[src/rtl/transposed_fir_param_if.sv]
// Sample/coefficient/result bundle for transposed_fir_param.
// master drives samples and coefficient writes; slave is the filter.
interface transposed_fir_param_if #(
    parameter int DATA_W  = 3,
    parameter int COEFF_W = 16,
    parameter int OUT_W   = 16,
    parameter int AW      = 4
);
    logic                      en_sample;
    logic signed [DATA_W-1:0]  fir_in;
    logic                      clear;
    logic                      coeff_wr;
    logic [AW-1:0]             coeff_addr;
    logic signed [COEFF_W-1:0] coeff_data;
    logic                      coeff_commit;
    logic                      commit_pend;
    logic signed [OUT_W-1:0]   fir_out;
    logic                      valid;
    logic                      sat;
    logic                      primed;

    modport master (
        output en_sample, fir_in, clear, coeff_wr, coeff_addr, coeff_data, coeff_commit,
        input  commit_pend, fir_out, valid, sat, primed
    );

    modport slave (
        input  en_sample, fir_in, clear, coeff_wr, coeff_addr, coeff_data, coeff_commit,
        output commit_pend, fir_out, valid, sat, primed
    );
endinterface

[src/rtl/transposed_fir_param.sv]
// Transposed-form FIR with double-buffered coefficients, rounding shift and saturation.
// Latency 1 clk from strobe to valid; one sample per clk, no back-pressure.
module transposed_fir_param #(
    parameter int  NUM_TAPS = 10,
    parameter int  DATA_W   = 3,
    parameter int  COEFF_W  = 16,
    parameter int  OUT_W    = 16,
    parameter int  SHIFT    = 0,
    localparam int ACC_W    = DATA_W + COEFF_W + $clog2(NUM_TAPS),
    localparam int AW       = $clog2(NUM_TAPS)
) (
    input logic                  clk,
    input logic                  rst_n,
    transposed_fir_param_if.slave bus
);
    localparam int CNT_W = $clog2(NUM_TAPS + 1);
    localparam logic [CNT_W-1:0] FULL_CNT = CNT_W'(NUM_TAPS);
    localparam logic [AW:0]      NT_ADDR  = (AW + 1)'(NUM_TAPS);
    localparam logic signed [ACC_W:0] MAXV = (ACC_W + 1)'(2 ** (OUT_W - 1) - 1);
    localparam logic signed [ACC_W:0] MINV = ~MAXV;

    logic signed [COEFF_W-1:0] shadow [NUM_TAPS];
    logic signed [COEFF_W-1:0] active [NUM_TAPS];
    logic signed [COEFF_W-1:0] coef   [NUM_TAPS];
    logic signed [ACC_W-1:0]   prod   [NUM_TAPS];
    logic signed [ACC_W-1:0]   z      [1:NUM_TAPS-1];
    logic signed [ACC_W-1:0]   x_ext;
    logic signed [ACC_W-1:0]   acc;
    logic signed [ACC_W:0]     acc_ext;
    logic signed [ACC_W:0]     r;
    logic signed [OUT_W-1:0]   sat_val;
    logic                      sat_flag;
    logic                      accept;
    logic                      copy;
    logic                      pend;
    logic [CNT_W-1:0]          cnt;
    logic signed [OUT_W-1:0]   out_q;
    logic                      valid_q;
    logic                      sat_q;
    logic                      primed_q;

    // Clear outranks a coincident strobe: the sample is dropped and no copy happens.
    assign accept = bus.en_sample & ~bus.clear;
    assign copy   = accept & pend;
    assign x_ext  = {{(ACC_W - DATA_W){bus.fir_in[DATA_W-1]}}, bus.fir_in};

    // While a commit is pending the shadow bank feeds the multipliers, so the
    // sample that triggers the copy already sees the new coefficients.
    always_comb begin
        for (int k = 0; k < NUM_TAPS; k++) begin
            coef[k] = pend ? shadow[k] : active[k];
            prod[k] = x_ext * {{(ACC_W - COEFF_W){coef[k][COEFF_W-1]}}, coef[k]};
        end
    end

    assign acc     = prod[0] + z[1];
    assign acc_ext = {acc[ACC_W-1], acc};

    generate
        if (SHIFT > 0) begin : g_round
            localparam logic signed [ACC_W:0] HALF = (ACC_W + 1)'(2 ** (SHIFT - 1));
            assign r = (acc_ext + HALF) >>> SHIFT;
        end else begin : g_noround
            assign r = acc_ext;
        end
    endgenerate

    always_comb begin
        sat_val  = r[OUT_W-1:0];
        sat_flag = 1'b0;
        if (r > MAXV) begin
            sat_val  = MAXV[OUT_W-1:0];
            sat_flag = 1'b1;
        end else if (r < MINV) begin
            sat_val  = MINV[OUT_W-1:0];
            sat_flag = 1'b1;
        end
    end

    always_ff @(posedge clk or negedge rst_n) begin
        if (!rst_n) begin
            for (int k = 0; k < NUM_TAPS; k++) begin
                shadow[k] <= '0;
                active[k] <= '0;
            end
            pend <= 1'b0;
        end else begin
            if (bus.coeff_wr && ({1'b0, bus.coeff_addr} < NT_ADDR))
                shadow[bus.coeff_addr] <= bus.coeff_data;
            if (copy) begin
                for (int k = 0; k < NUM_TAPS; k++) active[k] <= shadow[k];
                pend <= 1'b0;
            end else if (bus.coeff_commit) begin
                pend <= 1'b1;
            end
        end
    end

    always_ff @(posedge clk or negedge rst_n) begin
        if (!rst_n) begin
            for (int k = 1; k < NUM_TAPS; k++) z[k] <= '0;
            cnt      <= '0;
            primed_q <= 1'b0;
            out_q    <= '0;
            sat_q    <= 1'b0;
            valid_q  <= 1'b0;
        end else begin
            valid_q <= accept;
            if (bus.clear) begin
                for (int k = 1; k < NUM_TAPS; k++) z[k] <= '0;
                cnt      <= '0;
                primed_q <= 1'b0;
            end else if (bus.en_sample) begin
                for (int k = 1; k < NUM_TAPS - 1; k++) z[k] <= z[k+1] + prod[k];
                z[NUM_TAPS-1] <= prod[NUM_TAPS-1];
                out_q <= sat_val;
                sat_q <= sat_flag;
                if (cnt != FULL_CNT) cnt <= cnt + 1'b1;
                primed_q <= primed_q | (cnt == FULL_CNT - 1'b1);
            end
        end
    end

    assign bus.commit_pend = pend;
    assign bus.fir_out     = out_q;
    assign bus.valid       = valid_q;
    assign bus.sat         = sat_q;
    assign bus.primed      = primed_q;
endmodule

[src/flat_wrapper.sv]
// flat-port wrapper written by rule: the top's interface ports become plain ports
module transposed_fir_param_flat 
#(
    parameter int  NUM_TAPS = 10,
    parameter int  DATA_W   = 3,
    parameter int  COEFF_W  = 16,
    parameter int  OUT_W    = 16,
    parameter int  SHIFT    = 0,
    localparam int ACC_W    = DATA_W + COEFF_W + $clog2(NUM_TAPS),
    localparam int AW       = $clog2(NUM_TAPS)
)
  (clk, rst_n, bus_en_sample, bus_fir_in, bus_clear, bus_coeff_wr, bus_coeff_addr, bus_coeff_data, bus_coeff_commit, bus_commit_pend, bus_fir_out, bus_valid, bus_sat, bus_primed);
  transposed_fir_param_if #(.DATA_W(DATA_W), .COEFF_W(COEFF_W), .OUT_W(OUT_W), .AW((4))) bus_i ();
  input logic clk;
  input logic rst_n;
  input wire logic [$bits(bus_i.en_sample)-1:0] bus_en_sample;
  input wire logic [$bits(bus_i.fir_in)-1:0] bus_fir_in;
  input wire logic [$bits(bus_i.clear)-1:0] bus_clear;
  input wire logic [$bits(bus_i.coeff_wr)-1:0] bus_coeff_wr;
  input wire logic [$bits(bus_i.coeff_addr)-1:0] bus_coeff_addr;
  input wire logic [$bits(bus_i.coeff_data)-1:0] bus_coeff_data;
  input wire logic [$bits(bus_i.coeff_commit)-1:0] bus_coeff_commit;
  output wire logic [$bits(bus_i.commit_pend)-1:0] bus_commit_pend;
  output wire logic [$bits(bus_i.fir_out)-1:0] bus_fir_out;
  output wire logic [$bits(bus_i.valid)-1:0] bus_valid;
  output wire logic [$bits(bus_i.sat)-1:0] bus_sat;
  output wire logic [$bits(bus_i.primed)-1:0] bus_primed;
  assign bus_i.en_sample = bus_en_sample;
  assign bus_i.fir_in = bus_fir_in;
  assign bus_i.clear = bus_clear;
  assign bus_i.coeff_wr = bus_coeff_wr;
  assign bus_i.coeff_addr = bus_coeff_addr;
  assign bus_i.coeff_data = bus_coeff_data;
  assign bus_i.coeff_commit = bus_coeff_commit;
  assign bus_commit_pend = bus_i.commit_pend;
  assign bus_fir_out = bus_i.fir_out;
  assign bus_valid = bus_i.valid;
  assign bus_sat = bus_i.sat;
  assign bus_primed = bus_i.primed;
  transposed_fir_param #(.NUM_TAPS(NUM_TAPS), .DATA_W(DATA_W), .COEFF_W(COEFF_W), .OUT_W(OUT_W), .SHIFT(SHIFT)) u_core (.clk(clk), .rst_n(rst_n), .bus(bus_i));
endmodule
[config.mk]
export PLATFORM = sky130hd
export DESIGN_NAME = transposed_fir_param_flat
export DESIGN_NICKNAME = d
export VERILOG_FILES = /design/src/rtl/transposed_fir_param_if.sv /design/src/rtl/transposed_fir_param.sv /design/src/flat_wrapper.sv
export SDC_FILE = /design/constraint.sdc
export NUM_CORES = 2
export LEC_CHECK = 0
export ABC_AREA = 1
export CAP_MARGIN = 20
export CORE_MARGIN = 1
export CORE_UTILIZATION = 30
export CTS_CLUSTER_SIZE = 14
export DETAILED_ROUTE_END_ITERATION = 12
export SYNTH_ARGS = -nofsm -noshare
export SYNTH_HDL_FRONTEND = slang
export SYNTH_SLANG_ARGS = --single-unit
[constraint.sdc]
create_clock -name clk -period 10.96 [get_ports clk]
set_clock_uncertainty 0.15 [all_clocks]
set_input_delay 2.192 -clock clk [delete_from_list [all_inputs] [get_ports clk]]
set_output_delay 2.192 -clock clk [all_outputs]
set_load 0.03 [all_outputs]
Word level (Yosys, flattened, before mapping)
Index checks and enable logic that the tools add are counted.

cells by class
  add/sub/neg operators = 10
  multiply operators = 10
  div/mod/pow operators = 0
  $lt $le $gt $ge = 5
  equal/unequal tests = 2
  shift operators = 0
  muxes and demuxes = 26
  bitwise operators = 5
  reduce and logical (&&, ||, !) cells = 7

operators with widths
  kind                  number
  $mux 207              2
  $mux 16               13
  $mul 3x16->19         10
  $add 23x23->23        8
  $bwmux 160            1
  $demux 16 s4          1
  $add 19x23->23        1
  $gt 23x16->1 const B  1
  $lt 23x16->1 const B  1
  $mux 4                3
  $mux 1                6
  $reduce_bool 2->1     3
  $ge 5x5->1 const B    1
  $lt 5x1->1 const B    1
  $not 4->5             1
  $add 4x1->4 const B   1
  $eq 4x4->1 const B    1
  $lt 4x4->1 const B    1
  $ne 4x4->1 const B    1
  $reduce_and 2->1      2
  $and 1x1->1           2
  $logic_and 1x1->1     2
  $not 1->1             1
  $or 1x1->1            1

word-level totals
  register bits after elaboration = 551
  latch bits = 0
  bits in writable memories = 0
  ROM bits = 0
  output and inout port bits = 20
  memories = 0

Longest topological paths before layout
  depth after elaboration = 6
  depth in mapped cells = 37
  gate-level depth less buffers = 34

Worst setup path after synthesis
No wires, ideal clock.

  kind = in2reg
  start point = input port bus_fir_in[0]
  end point = register u_core.z[205] (netlist bit)
  arrival time = 6.894 ns
  required time = 10.677 ns
  setup slack = 3.783 ns
  stages on the path = 28
  path buffers = 3
  path through = clkbuf_1 -> clkbuf_1 -> clkbuf_1 -> nand2_1 -> fa_1 -> fa_1 -> inv_1 -> ha_1 -> inv_1 -> fa_1 -> inv_1 -> a21oi_1 -> o21ai_0 -> a21boi_0 -> o21ai_0 -> xor2_1 -> inv_1 -> ha_1 -> nand2_1 -> nor2_1 -> nor3b_1 -> nand4_1 -> nand3_1 -> nand3_1 -> nand2_1 -> a21oi_1 -> o21ai_0 -> o21ai_0

between the ends
  cells in the longest elaborated chain, start to end = 4

ends and longest elaborated chain
  item                            line                         text
  start: declaration              flat_wrapper.sv:17           input wire logic [$bits(bus_i.fir_in)-1:0] bus_fir_in;
  $mul 3x16->19                   transposed_fir_param.sv:52   prod[k] = x_ext * {{(ACC_W - COEFF_W){coef[k][COEFF_W-1]}}, coef[k]};
  $add 23x23->23                  transposed_fir_param.sv:114  for (int k = 1; k < NUM_TAPS - 1; k++) z[k] <= z[k+1] + prod[k];
  $mux 207                        transposed_fir_param.sv:113  end else if (bus.en_sample) begin
  $mux 207                        transposed_fir_param.sv:109  if (bus.clear) begin
  end signal: indexed assignment  transposed_fir_param.sv:115  z[NUM_TAPS-1] <= prod[NUM_TAPS-1];
  end: declaration                transposed_fir_param.sv:26   logic signed [ACC_W-1:0] z [1:NUM_TAPS-1];

No other way between the ends. The select of a mux whose other input is x is not followed.
A chain may end at the register's enable or synchronous reset.

Worst setup path in the final report
  start point = input port bus_fir_in[0]
  end point = register u_core.z[68] (netlist bit)

The elaborated chain is that of the path after synthesis.

==> summary.md <==
| Metric | Value |
|---|---|
| Routability cong. | approximately 0.9 |
| Clock Pin Slew Worst Setup and Hold Paths | roughly 0.06 ns |
| Unique cell type count in the Yosys netlist | 53 |
| Post-synthesis adder-cell area fraction | between 20% and 30% |
| CP Data Required Time | roughly 11 ns |
| Share of cells above drive strength 1 | around 4.8% |
| Max incr delay on CP | about 0.76 ns |
| Final hold vios | 0 |
| CTS H-tree depth | 3 |
| Final core occ | 33.5% |
| Vias/cell | around 4.8 |
| Met3 WL | 6.25 mm |
| DR WL/cell | 15.9 um |
| Tmin final | between 7 and 8 ns |
| Tot GR Track Use | 17.0% |
| Slowest cell on crit path | inv_2 |
| Placed cell areas | ~50000 um^2 |
| Initial antenna violation count | 5 |
| Top-count cell post-synth | nand2_1 |
| RSZ-0062 raised after global routing | false |
| Max Slew Vio Count | 0 |
| CP cell instances | buf_4, buf_12, inv_2, buf_4, nor2_1, fa_1, ha_1, inv_1, fa_1, nor4_1, nor2_1, o21ai_0, a21boi_0, o21ai_0, xor2_1, inv_1, ha_1, a21oi_1, o21ai_0, a221oi_1, o211ai_1, nand3_1, nand2_1, o21ai_0 |
| Slew of the pin with the lowest slew margin | between 1 and 1.5 ns |
| Skew-Pair Late Insertion Delay | between 0.6 and 0.7 ns |
| Initial DRT Pass Iterations | 6 |
| Fmax | 129 MHz |
| Synth Flop Type | dfrtp_1 |
| Post-synthesis sequential area ratio | between 20% and 30% |
| Fin crit share | around 71% |
| Total negative slack | 0 ns |
| Max cap viols | 0 |
| Mapped Cells | ~6400 |
| Pwr Density | 278 nW/um^2 |
| Routed metal-1 wirelength | around 65 mm |
| Vias in the first global route | ~40000 |
| Simple-Gate Fraction of Synth Area | between 20% and 30% |
| Die area | about 160000 um^2 |
| Hold Buf Count CTS | 0 |
| CP Class | in2reg |
| Worst-path maximum fanout | 88 |
| Largest net degree at the start of global routing | approximately 160 |
| Vias | 40800 |
| Min Hold Slack | 0.313 ns |
| Worst slack at placement | 2.59 ns |
| # DRC | 0 |
| Routed length on met2 | 59.8 mm |
| Synthesized area per cell | about 7.4 um^2 |
| Synth Area in Compound Gates | between 10% and 20% |
| Die width | roughly 400 um |
| Post-Syn Nets | approximately 7200 |
| Peak supply drop | between 100 and 150 uV |
| Yosys warns | 0 |
| Post-synthesis mux area share | less than 1% |
| Final Setup Violations | 0 |
| Row count | 145 |
| Xor/xnor cell area share of the yosys netlist | under 10% |
| Core area | between 150000 and 200000 um^2 |
| Worst Setup End Kind | register |
| Routed Antenna Nets | 0 |
| Number of synthesized flops with an enable pin | 0 |
| Startpoint class of the critical path | input port |
| Setup Buffers After CTS | 0 |
| TritonCTS buffer count | 66 |
| Commonest cells in the netlist | nand2_1 (1831), inv_1 (842), o21ai_0 (692), dfrtp_1 (547), ha_1 (509) |
| Pleak | between 0.02 and 0.03 uW |
| Die Ht | 399 um |
| First-pass GRT wire length | between 200 and 250 mm |
| Worst Slack Setup Final | between 3 and 4 ns |
| Largest cells by area after synthesis | dfrtp_1 (29%), nand2_1 (15%), ha_1 (13%) |
| Largest family of logic cells by synthesized area | simple AND/OR/NAND/NOR gates |
| Share of the synthesized area in the top cell type | 28.9% |
| Ports | between 40 and 50 |
| Final layout net count | between 7000 and 8000 |
| Total wire length | 135 mm |
| Post-CTS sizing | 0 |
| GR Overflow Total | 0 |
| #FFs+latches synth | 547 |
| HP Class | reg2reg |
| Rel. slew slack | 28.8% |
| Ys async rst share | between 90% and 100% |
| Top Metal Used | met5 |
| Design Area, Final | ~52000 um^2 |
| Max Root-Sink Buffers | 3 |
| Area growth, synth to finish | 10.6% |
| Status | finished clean |
| Clock sink count | approximately 550 |
| Most used cell, CP | o21ai_0 |
| Most area-hungry cell type in the Yosys netlist | dfrtp_1 |
| Initial Utilization | 30.3% |
| CTS Root Cell | clkbuf_16 |
| Detailed placer's ending HPWL | between 90 and 100 mm |
| Initial DRC Count | ~2800 |
| CTS tree | built |
| WP data arrival | 8.22 ns |
| Port buffer count | 48 |
| Mapped cell area | roughly 47000 um^2 |
-- flip-flops by register name, indices dropped and copies added, names as in the netlist --
name,count
u_core.cnt,4
u_core.shadow,160
u_core.bus.valid,1
u_core.bus.sat,1
u_core.bus.commit_pend,1
u_core.bus.primed,1
u_core.bus.fir_out,16
u_core.z,203
u_core.active,160
-- path summary, 6_finish.rpt --
check                                                         from                              to  slack [ns]  cells after the start
worst min register to register      u_core.active[158]$_DFFE_PN0P_  u_core.active[158]$_DFFE_PN0P_        0.31                      2
max in group asynchronous                                    rst_n   u_core.shadow[42]$_DFFE_PN0P_        7.21                      3
worst max-delay path                                 bus_fir_in[0]        u_core.z[68]$_DFFE_PN0P_        3.18                     24
worst max register to register  u_core.bus.commit_pend$_DFFE_PN0P_       u_core.z[205]$_DFFE_PN0P_        4.22                     28
min in group asynchronous                                    rst_n       u_core.z[190]$_DFFE_PN0P_        1.34                      1
worst min-delay path                u_core.active[158]$_DFFE_PN0P_  u_core.active[158]$_DFFE_PN0P_        0.31                      2
-- layout make-up --
class                      count  area (um^2)
clock buffer                  89         1880
sequential                   547        13700
inverter                     854         3210
fill                       16600       104000
tap                         2058         2570
multi-input combinational   4811        29700
timing repair buffer          87          863
antenna                        1         2.50
clock inverter                32          459
-- critical path, delay by kind of cell --
| kind | cells | cell delay [ns] |
|---|---|---|
| xor+xnor | 1 | 0.17 |
| compound gates | 8 | 1.65 |
| buf+inv | 6 | 1.76 |
| fa+ha+maj | 4 | 1.61 |
| simple gates | 5 | 0.71 |
-- stage by stage --
stage,total power [uW],std cells
after floorplan,9740,6418
after global placement,12100,8354
after detailed placement,12100,8355
after CTS,14600,8476
after global routing,16100,8478
final,14500,8479
-- routing by layer --
layer  vias up  track usage (%)
met1     19300             24.0
met3       145             2.27
met4         4             4.74
met5         -                0
met2       746             27.2
li1      20500                -
-- cell families after synthesis --
family | count (synthesis)
XOR/XNOR | 193
AO/OA/AOI/OAI | 1279
adder cells (fa/ha/maj) | 707
multiplexers | 11
flip-flops | 547
AND/OR/NAND/NOR | 2621
buffers and inverters | 1060
-- layout by cell type, fill, tap and decap left out, drive strengths merged, types with 69 or more instances in the layout --
cell type,instances
or2,96
xor2,124
nor2,430
nand2,1854
dfrtp,547
inv,857
fa,198
o21ai,700
a21oi,370
nand3,135
ha,509
xnor2,69
clkbuf,89
-- where the power goes --
group          internal [uW]  switching, uW
clock network           1430            974
logic                   3210           5900
registers               2590            419
total                   7240           7300
(Power assumes the default switching activity.)
